<file path="src/rtl/clk_div_multi.sv">
// Multi-channel programmable clock-enable divider. Each channel runs a wrap
// counter against its active divisor and swaps in a newly loaded divisor only at a period boundary.
module clk_div_multi #(
    parameter int CHANNELS    = 2,
    parameter int WIDTH       = 8,
    parameter int DEFAULT_DIV = 5
) (
    input  logic                      clk,
    input  logic                      rst_n,
    input  logic [CHANNELS-1:0]       en,
    input  logic [CHANNELS*WIDTH-1:0] div,
    input  logic [CHANNELS-1:0]       load,
    output logic [CHANNELS-1:0]       out,
    output logic [CHANNELS-1:0]       tick,
    output logic [CHANNELS-1:0]       pending
);

    localparam logic [WIDTH-1:0] ONE   = WIDTH'(1);
    localparam logic [WIDTH-1:0] TWO   = WIDTH'(2);
    localparam logic [WIDTH-1:0] RST_D = (DEFAULT_DIV < 2) ? TWO : WIDTH'(DEFAULT_DIV);

    function automatic logic [WIDTH-1:0] clamp_div(input logic [WIDTH-1:0] v);
        return (v < TWO) ? TWO : v;
    endfunction

    // ceil(d/2) without widening: d>>1 plus the dropped LSB
    function automatic logic [WIDTH-1:0] half_of(input logic [WIDTH-1:0] d);
        return (d >> 1) + WIDTH'(d[0]);
    endfunction

    for (genvar ch = 0; ch < CHANNELS; ch++) begin : g_ch
        logic [WIDTH-1:0] d_q,   d_d;
        logic [WIDTH-1:0] cnt_q, cnt_d;
        logic [WIDTH-1:0] p_q,   p_d;
        logic             pend_q, pend_d;
        logic             out_q,  out_d;
        logic             tick_q, tick_d;
        logic [WIDTH-1:0] req_div;
        logic             wrap;

        assign req_div = clamp_div(div[ch*WIDTH +: WIDTH]);
        assign wrap    = (cnt_q == d_q - ONE);

        always_comb begin
            d_d    = d_q;
            cnt_d  = cnt_q;
            p_d    = p_q;
            pend_d = pend_q;
            out_d  = 1'b0;
            tick_d = 1'b0;
            if (en[ch]) begin
                if (wrap) begin
                    // a load coinciding with the wrap bypasses the pending slot
                    cnt_d  = '0;
                    pend_d = 1'b0;
                    if (load[ch]) begin
                        d_d = req_div;
                        p_d = req_div;
                    end else if (pend_q) begin
                        d_d = p_q;
                    end
                end else begin
                    cnt_d = cnt_q + ONE;
                    if (load[ch]) begin
                        p_d    = req_div;
                        pend_d = 1'b1;
                    end
                end
                out_d  = (cnt_d < half_of(d_d));
                tick_d = (cnt_d == '0);
            end else begin
                // idle: apply any new divisor at once and park the counter at D-1
                pend_d = 1'b0;
                if (load[ch]) begin
                    d_d = req_div;
                    p_d = req_div;
                end else if (pend_q) begin
                    d_d = p_q;
                end
                cnt_d = d_d - ONE;
            end
        end

        always_ff @(posedge clk or negedge rst_n) begin
            if (!rst_n) begin
                d_q    <= RST_D;
                cnt_q  <= RST_D - ONE;
                p_q    <= RST_D;
                pend_q <= 1'b0;
                out_q  <= 1'b0;
                tick_q <= 1'b0;
            end else begin
                d_q    <= d_d;
                cnt_q  <= cnt_d;
                p_q    <= p_d;
                pend_q <= pend_d;
                out_q  <= out_d;
                tick_q <= tick_d;
            end
        end

        always_ff @(posedge clk) begin
            if (rst_n) begin
                assert (d_q >= TWO);
                assert (cnt_q < d_q);
                assert (!tick_q || out_q);
            end
        end

        assign out[ch]     = out_q;
        assign tick[ch]    = tick_q;
        assign pending[ch] = pend_q;
    end

endmodule
</file>
<file path="config.mk">
export PLATFORM = sky130hd
export DESIGN_NAME = clk_div_multi
export DESIGN_NICKNAME = d
export VERILOG_FILES = /design/src/rtl/clk_div_multi.sv
export SDC_FILE = /design/constraint.sdc
export NUM_CORES = 1
export LEC_CHECK = 0
export ABC_AREA = 0
export BUFFER_PORTS_ARGS = -buffer_cell sky130_fd_sc_hd__buf_2
export CAP_MARGIN = 40
export CORE_MARGIN = 8
export CORE_UTILIZATION = 45
export CTS_CLUSTER_SIZE = 24
export DETAILED_ROUTE_END_ITERATION = 16
export GPL_TIMING_DRIVEN = 0
export PLACE_DENSITY = 0.7
export SETUP_SLACK_MARGIN = 0.2
export SLEW_MARGIN = 20
export SYNTH_ARGS = -nofsm -noshare
export SYNTH_HDL_FRONTEND = slang
export SYNTH_SLANG_ARGS = --single-unit
export TNS_END_PERCENT = 20
</file>
<file path="constraint.sdc">
create_clock -name clk -period 9.2 [get_ports clk]
set_input_delay 0.92 -clock clk [delete_from_list [all_inputs] [get_ports clk]]
set_output_delay 0.92 -clock clk [all_outputs]
set_load 0.005 [all_outputs]
</file>
==> Yosys cells after proc, flatten, opt, wreduce, memory -nomap -nowiden <==
Index checks and enable logic that the tools add are counted.
{ "op_classes": {"add_sub_neg": 8, "n_mux": 30, "n_lt_le_gt_ge": 4, "eq_ne": 4, "reduce_logical": 2} }
{ "op_table": {"columns": ["cell", "n"], "rows": [
  ["two-way mux 8 bit", 20],
  ["subtractor 8 x 1 -> 8 bit (second input constant)", 4],
  ["adder 7 x 1 -> 8 bit", 2],
  ["adder 8 x 1 -> 8 bit (second input constant)", 2],
  ["equality test 8 bit", 2],
  ["zero test 8 bit", 2],
  ["< comparator 8 x 2 -> 1 bit (second input constant)", 2],
  ["< comparator 8 bit", 2],
  ["two-way mux 1 bit", 10],
  ["inequality test 3 x 1 -> 1 bit (second input constant)", 2]
]} }
{ "totals": {"out_inout_bits": 6, "wordCells": 60, "input_bits": 22, "register_bits": 54} }

==> Depth between registers and ports, before layout <==
Gate-level depths: netlist of the first run.
{ "logic_depth": {"word_depth": 8, "ltp_mapped": 22, "ltp_nobuf": 18} }

==> Worst setup path after synthesis of the first run <==
Ideal clock, no wire load.
{ "synth_timing": {"path_kind": "reg-to-reg", "from": "register g_ch[1].d_q[0]", "to": "register g_ch[1].out_q", "setup_ps": 83, "t_arrival_ps": 4291, "period_less_slack_ps": 4374, "stages_incl_launch_ff": 20, "path_buffers": 2, "path_slack_ps": 4826, "required_time_ps": 9117, "cell_sequence": "dfstp_2 -> inv_1 -> ha_1 -> or3_1 -> a31oi_1 -> o311a_4 -> nand2_1 -> buf_2 -> o21ai_0 -> ha_1 -> clkbuf_1 -> nand3_1 -> xnor2_1 -> mux2i_1 -> ha_1 -> a21o_1 -> a21oi_1 -> o21ai_0 -> or3b_2 -> o22ai_1"} }
{ "synth_between": {"elab_chain_cells": 7, "elab_cells_between_ends": 11, "classes_between": "add/sub (2); order compare (1); eq/ne (1); mux (7)"} }
{ "synth_rtl": {"columns": ["item", "line", "rtl"], "rows": [
  ["start, declared", "32", "logic [WIDTH-1:0] d_q, d_d;"],
  ["start signal, assigned", "86", "d_q <= RST_D;"],
  ["start signal, assigned", "93", "d_q <= d_d;"],
  ["subtractor 8 x 1 -> 8 bit / two-way mux 8 bit (equally long branches)", "42, 59", null],
  ["equality test 8 bit / two-way mux 8 bit (equally long branches)", "42, 56", null],
  ["two-way mux 8 bit", "52", "if (wrap) begin"],
  ["two-way mux 8 bit", "51", "if (en[ch]) begin"],
  ["adder 7 x 1 -> 8 bit", "28", "return (d >> 1) + WIDTH'(d[0]);"],
  ["< comparator 8 bit *", "69", "out_d = (cnt_d < half_of(d_d));"],
  ["two-way mux 1 bit *", "51", null],
  ["via g_ch[1].out_d", "36", "logic out_q, out_d;"],
  ["end signal, assigned", "97", "out_q <= out_d;"],
  ["end, declared", "36", null]
]} }
Mark *: on every way through the listed nets, which the timed path passes. The rest lies on a longest branch. The select of a mux whose other input is x is not followed.
A chain may end at the register's enable or synchronous reset.

==> Final worst setup path of the first run <==
Ends and elaborated chain as after synthesis.

==> results.sh, run 1 <==
export IMPL_drt_pass1_iter_count=7
export IMPL_skew_ns=0.00712
export IMPL_maxCapViolCount=0
export IMPL_drc=0
export IMPL_cpMostUsedCell="ha_1"
export IMPL_rsz0062_at_grt="no"
export IMPL_outcome="finished clean"
export IMPL_cts_setup_buffers=0
export IMPL_peakVddDrop_mv=0.0987
export IMPL_crit_arrival_ns=5.45
export IMPL_ys_flop_type="dfrtp_1"
export IMPL_antenna_found_initial=0
export IMPL_crit_buf_inv=3
export IMPL_cts_clk_slew_worst_paths_ns=0.10
export IMPL_syn_to_final_growth_pct=8.71
export IMPL_tns_ns=0
export IMPL_final_core_util=0.498
export IMPL_worstSkewPairLatency_ns=0.32
export IMPL_synth_commonest_cells="44 x dfrtp_1, 43 x nand2_1, 42 x xnor2_1"
export IMPL_synth_most_common_cell="dfrtp_1"
export IMPL_root_buffer="clkbuf_8"
export IMPL_crit_path_top_delay_cell="dfstp_2"
export IMPL_yosysTopAreaCellShare=0.236
export IMPL_row_count=37
export IMPL_track_usage=0.167
export IMPL_initial_core_util=0.458
export IMPL_yosysSeqAreaShare=0.292
export IMPL_hold_violations=0
export IMPL_setup_violations=0
export IMPL_diodes=0
export IMPL_async_reset_ff_frac=1.00
export IMPL_cts_resized=0
export IMPL_cp_slowest_stage_delay_ns=0.62
export IMPL_ys_types=67
export IMPL_die_h_um=118
export IMPL_wire_per_inst_um=16.6
export IMPL_layout_drive_gt1_share=0.157
export IMPL_synthTopCellsByArea="dfrtp_1 24%, xnor2_1 7.9%, mux2i_1 6.6%"
export IMPL_viasPerCell=5.70
export IMPL_cp_start_kind="register"
export IMPL_avgSynthCellArea_um2=8.74
export IMPL_crit_family="compound AO/OA/AOI/OAI gates"
export IMPL_synth_area_um2=4670
export IMPL_pin_count=28
export IMPL_cp_max_fo=10
export IMPL_syn_inst=534
export IMPL_yosysWarnings=0
export IMPL_crit_path_end_kind="register"
export IMPL_cts_buffers=5
export IMPL_synth_top_area_cell="dfrtp_1"
export IMPL_grt_pass1_wl_um=19500
export IMPL_period_needed_ns=5.21
export IMPL_grt_overflow=0
export IMPL_drt_total_wl_um=11700
export IMPL_die_x_um=118
export IMPL_report_power_total_mw=1.10
export IMPL_critPathKind="register to register"
export IMPL_ys_ff_latch=54
export IMPL_tightest_slew_ns=0.765
export IMPL_max_slew_margin=0.489
export IMPL_ant_nets=0
export IMPL_cp_cell_sequence="inv_1 > ha_1 > or3_1 > a31oi_1 > o311a_4 > nand2_1 > buf_2 > o21ai_0 > ha_1 > clkbuf_1 > nand3_1 > xnor2_1 > mux2i_1 > ha_1 > a21o_1 > a21oi_1 > o21ai_0 > or3b_2 > o22ai_1"
export IMPL_cts_sinks=54
export IMPL_synth_fp_nets=580
export IMPL_grt_max_degree=55
export IMPL_fmax_ghz=0.192
export IMPL_synth_edf_count=0
export IMPL_hold_buffers=0
export IMPL_globalplace_congestion=0.891
export IMPL_die_area_um2=13900
export IMPL_num_vias=4007
export IMPL_grt_pass1_vias=4084
export IMPL_fin_crit_sh=0.567
export IMPL_dp_hpwl_um=8800
export IMPL_drtIter0Drc=312
export IMPL_power_leakage_nw=2.22
export IMPL_cts_tree="built"
export IMPL_finalMaxSlewViolations=0
export IMPL_cts_max_level=2
export IMPL_final_nets=612
export IMPL_core_area_um2=10200
export IMPL_power_density_nw_per_um2=217
export IMPL_rrSetupSlack_ns=3.99
export IMPL_hold_class="register to register"
export IMPL_portBuffers=25
export IMPL_required_ns=9.43
export IMPL_max_clock_path_buffers=2
-- report_power, final --
group | leakage [nW] | internal, mW | switching (mW)
sequential | 0.641 | 0.293 | 0.0403
combinational | 1.52 | 0.256 | 0.349
clock | 0.0579 | 0.0803 | 0.0848
-- worst reg2reg max path: stages (launching register included) --
cell,delay [ns]
dfstp_2,0.62
inv_1,0.08
ha_1,0.28
or3_1,0.39
a31oi_1,0.33
o311a_4,0.34
nand2_1,0.12
buf_2,0.26
o21ai_0,0.29
ha_1,0.21
clkbuf_1,0.33
nand3_1,0.18
xnor2_1,0.15
mux2i_1,0.19
ha_1,0.27
a21o_1,0.18
a21oi_1,0.13
o21ai_0,0.11
or3b_2,0.45
o22ai_1,0.20
-- worst paths after layout --
path,from,end,cells after the start
setup / recovery,g_ch[1].d_q[0],g_ch[1].out_q,19
hold / removal,g_ch[1].p_q[0],g_ch[1].p_q[0],2
setup reg to reg,g_ch[1].d_q[0],g_ch[1].out_q,19
hold reg to reg,g_ch[1].p_q[0],g_ch[1].p_q[0],2
max in group asynchronous,rst_n,g_ch[0].cnt_q[7],1
min in group asynchronous,rst_n,g_ch[1].pend_q,1
-- metal layers --
metal  vias to the layer above  track usage  part of all wire  wire [µm]
met5                         -            0                 0          0
met4                         0       0.0448             0.012        142
met3                        12       0.0221             0.040        461
met2                        84        0.287              0.49       5660
met1                      1946        0.216              0.46       5400
li1                       1965            -                 -          -
-- logic make-up after synthesis --
| logic type | after synthesis | synth area share |
|---|---|---|
| compound gates | 126 | 0.178 |
| flops | 54 | 0.292 |
| buf+inv | 65 | 0.0611 |
| xor+xnor | 60 | 0.114 |
| fa+ha+maj | 24 | 0.0643 |
| mux | 51 | 0.115 |
| simple gates | 154 | 0.176 |
-- cell usage in the layout, fill, tap and decap left out, types with 6 or more instances in the layout --
cell      instances
mux2i_1          31
o21ai_0          31
o211ai_1          6
nand2_1          43
dfstp_2          10
o21a_1           11
nor3_1           13
nand3_1          24
a31oi_1           7
nor2_1           15
buf_4             8
xor2_1           17
nor2b_1           6
inv_1            22
mux2_2           11
mux2_1            9
dfrtp_1          44
o21ai_1           8
ha_1             24
a21oi_1          23
xnor2_1          42
and3_1           11
nor4_1            7
clkbuf_1         21
buf_2            35
and2_1           10
-- sequential cells by signal (all words and copies together) (netlist names) --
signal and count:
g_ch.out_q 2, g_ch.tick_q 2, g_ch.p_q 16, g_ch.pend_q 2, g_ch.cnt_q 16, g_ch.d_q 16
-- layout make-up --
cell class,count,area [µm²]
Multi-Input combinational cell,415,3020
Sequential cell,54,1360
Fill cell,992,5110
Inverter,23,86.3
Buffer,42,199
Timing Repair Buffer,25,128
Clock buffer,5,68.8
Tap cell,136,170
Clock inverter,3,40.0
-- through the flow --
step                      setup WS, ns  cell area, µm²  hold slack (ns)  std cells
after floorplan                   4.83            4670            0.448        534
after global placement            4.22            4960            0.458        695
after detailed placement          4.08            4970            0.466        695
after CTS                         4.04            5080            0.482        703
after global routing              3.62            5080            0.501        703
final                             3.99            5080            0.480        703
Power figures use the tool's default switching activity.
==> run 2, diff against run 1 <==
--- a/config.mk
+++ b/config.mk
@@ -5,7 +5,7 @@
 export SDC_FILE = /design/constraint.sdc
 export NUM_CORES = 1
 export LEC_CHECK = 0
-export ABC_AREA = 0
+export ABC_AREA = 1
 export BUFFER_PORTS_ARGS = -buffer_cell sky130_fd_sc_hd__buf_2
 export CAP_MARGIN = 40
 export CORE_MARGIN = 8
==> constraint.sdc (replaced) <==
create_clock -name clk -period 5.3 [get_ports clk]
set_input_delay 0.53 -clock clk [delete_from_list [all_inputs] [get_ports clk]]
set_output_delay 0.53 -clock clk [all_outputs]
set_load 0.005 [all_outputs]
==> results.sh, run 2 <==
export IMPL_dp_hpwl_um=8760
export IMPL_r2r_end="g_ch[1].out_q"
export IMPL_grt_max_degree=55
export IMPL_cts_sinks=54
export IMPL_grt_pass1_vias=4127
export IMPL_top_regs="g_ch.cnt_q (16), g_ch.d_q (16), g_ch.p_q (16)"
export IMPL_grt_overflow=0
export IMPL_tns_ns=0
export IMPL_portBuffers=25
export IMPL_synth_fp_nets=708
export IMPL_outcome="finished clean"
export IMPL_layout_drive_gt1_share=0.137
export IMPL_fmax_ghz=0.261
export IMPL_rr_worst_depth=21
export IMPL_max_slew_margin=0.520
export IMPL_crit_path_end_kind="register"
export IMPL_cts_max_level=2
export IMPL_drt_total_wl_um=11000
export IMPL_async_reset_ff_frac=1.00
export IMPL_drt_pass1_iter_count=5
export IMPL_die_h_um=115
export IMPL_syn_inst=662
export IMPL_cts_buffers=5
export IMPL_viasPerCell=5.06
export IMPL_power_leakage_nw=2.57
export IMPL_cp_max_fo=10
export IMPL_rrSetupSlack_ns=1.47
export IMPL_power_density_nw_per_um2=300
export IMPL_drtIter0Drc=204
export IMPL_max_clock_path_buffers=2
export IMPL_diodes=0
export IMPL_root_buffer="clkbuf_8"
export IMPL_period_needed_ns=3.83
export IMPL_ys_types=39
export IMPL_ys_flop_type="dfrtp_1"
export IMPL_antenna_found_initial=0
export IMPL_die_x_um=115
export IMPL_finalMaxSlewViolations=0
export IMPL_fillCellCount=998
export IMPL_globalplace_congestion=0.874
export IMPL_final_common_cell="nand2_1"
export IMPL_rsz0062_at_grt="no"
export IMPL_cts_clk_slew_worst_paths_ns=0.12
export IMPL_avgSynthCellArea_um2=6.68
export IMPL_drc=0
export IMPL_peakVddDrop_mv=0.125
export IMPL_setup_violations=0
export IMPL_pin_count=28
export IMPL_whs_ns=0.220
export IMPL_synth_top_area_cell="dfrtp_1"
export IMPL_yosysTopAreaCellShare=0.249
export IMPL_grt_pass1_wl_um=18400
export IMPL_ant_nets=0
export IMPL_hold_violations=0
export IMPL_synth_most_common_cell="nand2_1"
export IMPL_cts_tree="built"
export IMPL_ys_ff_latch=54
export IMPL_yosysSeqAreaShare=0.308
export IMPL_initial_core_util=0.459
export IMPL_yosysWarnings=0
export IMPL_synthTopCellsByArea="dfrtp_1 25%, nand2_1 17%, inv_1 8.6%"
export IMPL_critPathKind="register to register"
export IMPL_fin_crit_sh=0.722
export IMPL_cts_setup_buffers=0
export IMPL_crit_arrival_ns=4.08
export IMPL_row_count=36
export IMPL_worstSkewPairLatency_ns=0.33
export IMPL_wire_per_inst_um=13.3
export IMPL_synth_commonest_cells="196 x nand2_1, 101 x inv_1, 58 x o21ai_0"
export IMPL_report_power_total_mw=1.44
export IMPL_syn_to_final_growth_pct=8.85
export IMPL_skew_ns=0.0142
export IMPL_final_core_util=0.499
export IMPL_hold_buffers=0
export IMPL_final_nets=740
export IMPL_required_ns=5.55
export IMPL_num_vias=4187
export IMPL_synth_area_um2=4420
export IMPL_track_usage=0.174
export IMPL_maxCapViolCount=0
export IMPL_core_area_um2=9640
export IMPL_most_common_layout_cells="196 x nand2_1, 101 x inv_1, 58 x o21ai_0"
export IMPL_cp_start_kind="register"
export IMPL_r2r_start="g_ch[1].d_q[0]"
export IMPL_synth_edf_count=0
export IMPL_die_area_um2=13300
export IMPL_tightest_slew_ns=0.720
export IMPL_cts_resized=0
export IMPL_hold_class="input pin to async pin"
==> run 2: cell count changes in the layout (fill, tap and decap cells not counted), moves of 13 or more <==
| cell | change |
|---|---|
| clkbuf_1 | -13 |
| inv_1 | +79 |
| mux2i_1 | -31 |
| nand2_1 | +153 |
| nand3_1 | +14 |
| nor2_1 | +32 |
| nor2_2 | +13 |
| o21ai_0 | +27 |
| xnor2_1 | -34 |
==> run 2: critical path, cell delays in order, from the launching register on <==
cell and delay [ns]:
dfstp_2 0.59, inv_1 0.13, ha_1 0.29, inv_1 0.07
nand2_1 0.06, nand3_1 0.08, nand2_1 0.06, nor2_1 0.10
nand2_1 0.07, nor2_2 0.13, nand3_4 0.13, buf_6 0.17
buf_2 0.17, o21ai_0 0.33, ha_1 0.30, nand3_1 0.12
nor2_1 0.09, nand2_1 0.06, ha_1 0.31, a211oi_1 0.28
nand3_1 0.10, a21oi_1 0.12
==> run 2: worst max-delay path by stage <==
stage | start | to | depth (start not counted)
floorplan | g_ch[1].d_q[0] | g_ch[1].out_q | 21
global placement | g_ch[1].d_q[0] | g_ch[1].out_q | 21
detailed placement | g_ch[1].d_q[0] | g_ch[1].out_q | 21
CTS | g_ch[1].d_q[0] | g_ch[1].out_q | 21
global route | g_ch[1].d_q[0] | g_ch[1].out_q | 21
finish | g_ch[1].d_q[0] | g_ch[1].out_q | 21
==> run 2: cell families (layout without fill, tap and decap cells) <==
logic type,after synthesis,in the layout,synth area share
flip-flops,54,54,0.308
XOR/XNOR,24,24,0.0475
AND/OR/NAND/NOR,328,328,0.325
AO/OA/AOI/OAI,105,105,0.134
adder cells (fa/ha/maj),24,24,0.0679
buffers and inverters,127,160,0.117
==> run 2: power breakdown <==
group          internal [mW]  total, mW  leakage [nW]  switching, mW
sequential             0.481      0.544         0.636         0.0631
clock                 0.0986      0.262        0.0502          0.164
combinational          0.235      0.638          1.88          0.403
==> run 2: layout make-up <==
class | count | area (µm²) | area share
Multi-Input combinational cell | 481 | 2540 | 0.528
Tap cell | 133 | 166 | 0.0346
Inverter | 108 | 405 | 0.0842
Timing Repair Buffer | 25 | 128 | 0.0265
Buffer | 19 | 113 | 0.0234
Sequential cell | 54 | 1360 | 0.283
Clock inverter | 3 | 28.8 | 0.00598
Clock buffer | 5 | 68.8 | 0.0143
==> run 2: through the flow <==
| stage | instances | setup slack (ns) | instance area, µm² |
|---|---|---|---|
| 2_1_floorplan | 662 | 2.05 | 4420 |
| 3_5_place_dp | 820 | 1.45 | 4720 |
| 5_1_grt | 828 | 1.12 | 4810 |
| 6_report | 828 | 1.47 | 4810 |
| 3_3_place_gp | 820 | 1.55 | 4710 |
| 4_1_cts | 828 | 1.44 | 4810 |
==> run 2: metal layers <==
layer / GRT usage / vias up / wire length (µm)
li1: - / 2144 / -
met5: 0 / - / 0
met4: 0.0727 / 0 / 335
met2: 0.313 / 98 / 5460
met1: 0.201 / 1923 / 4780
met3: 0.0242 / 22 / 408
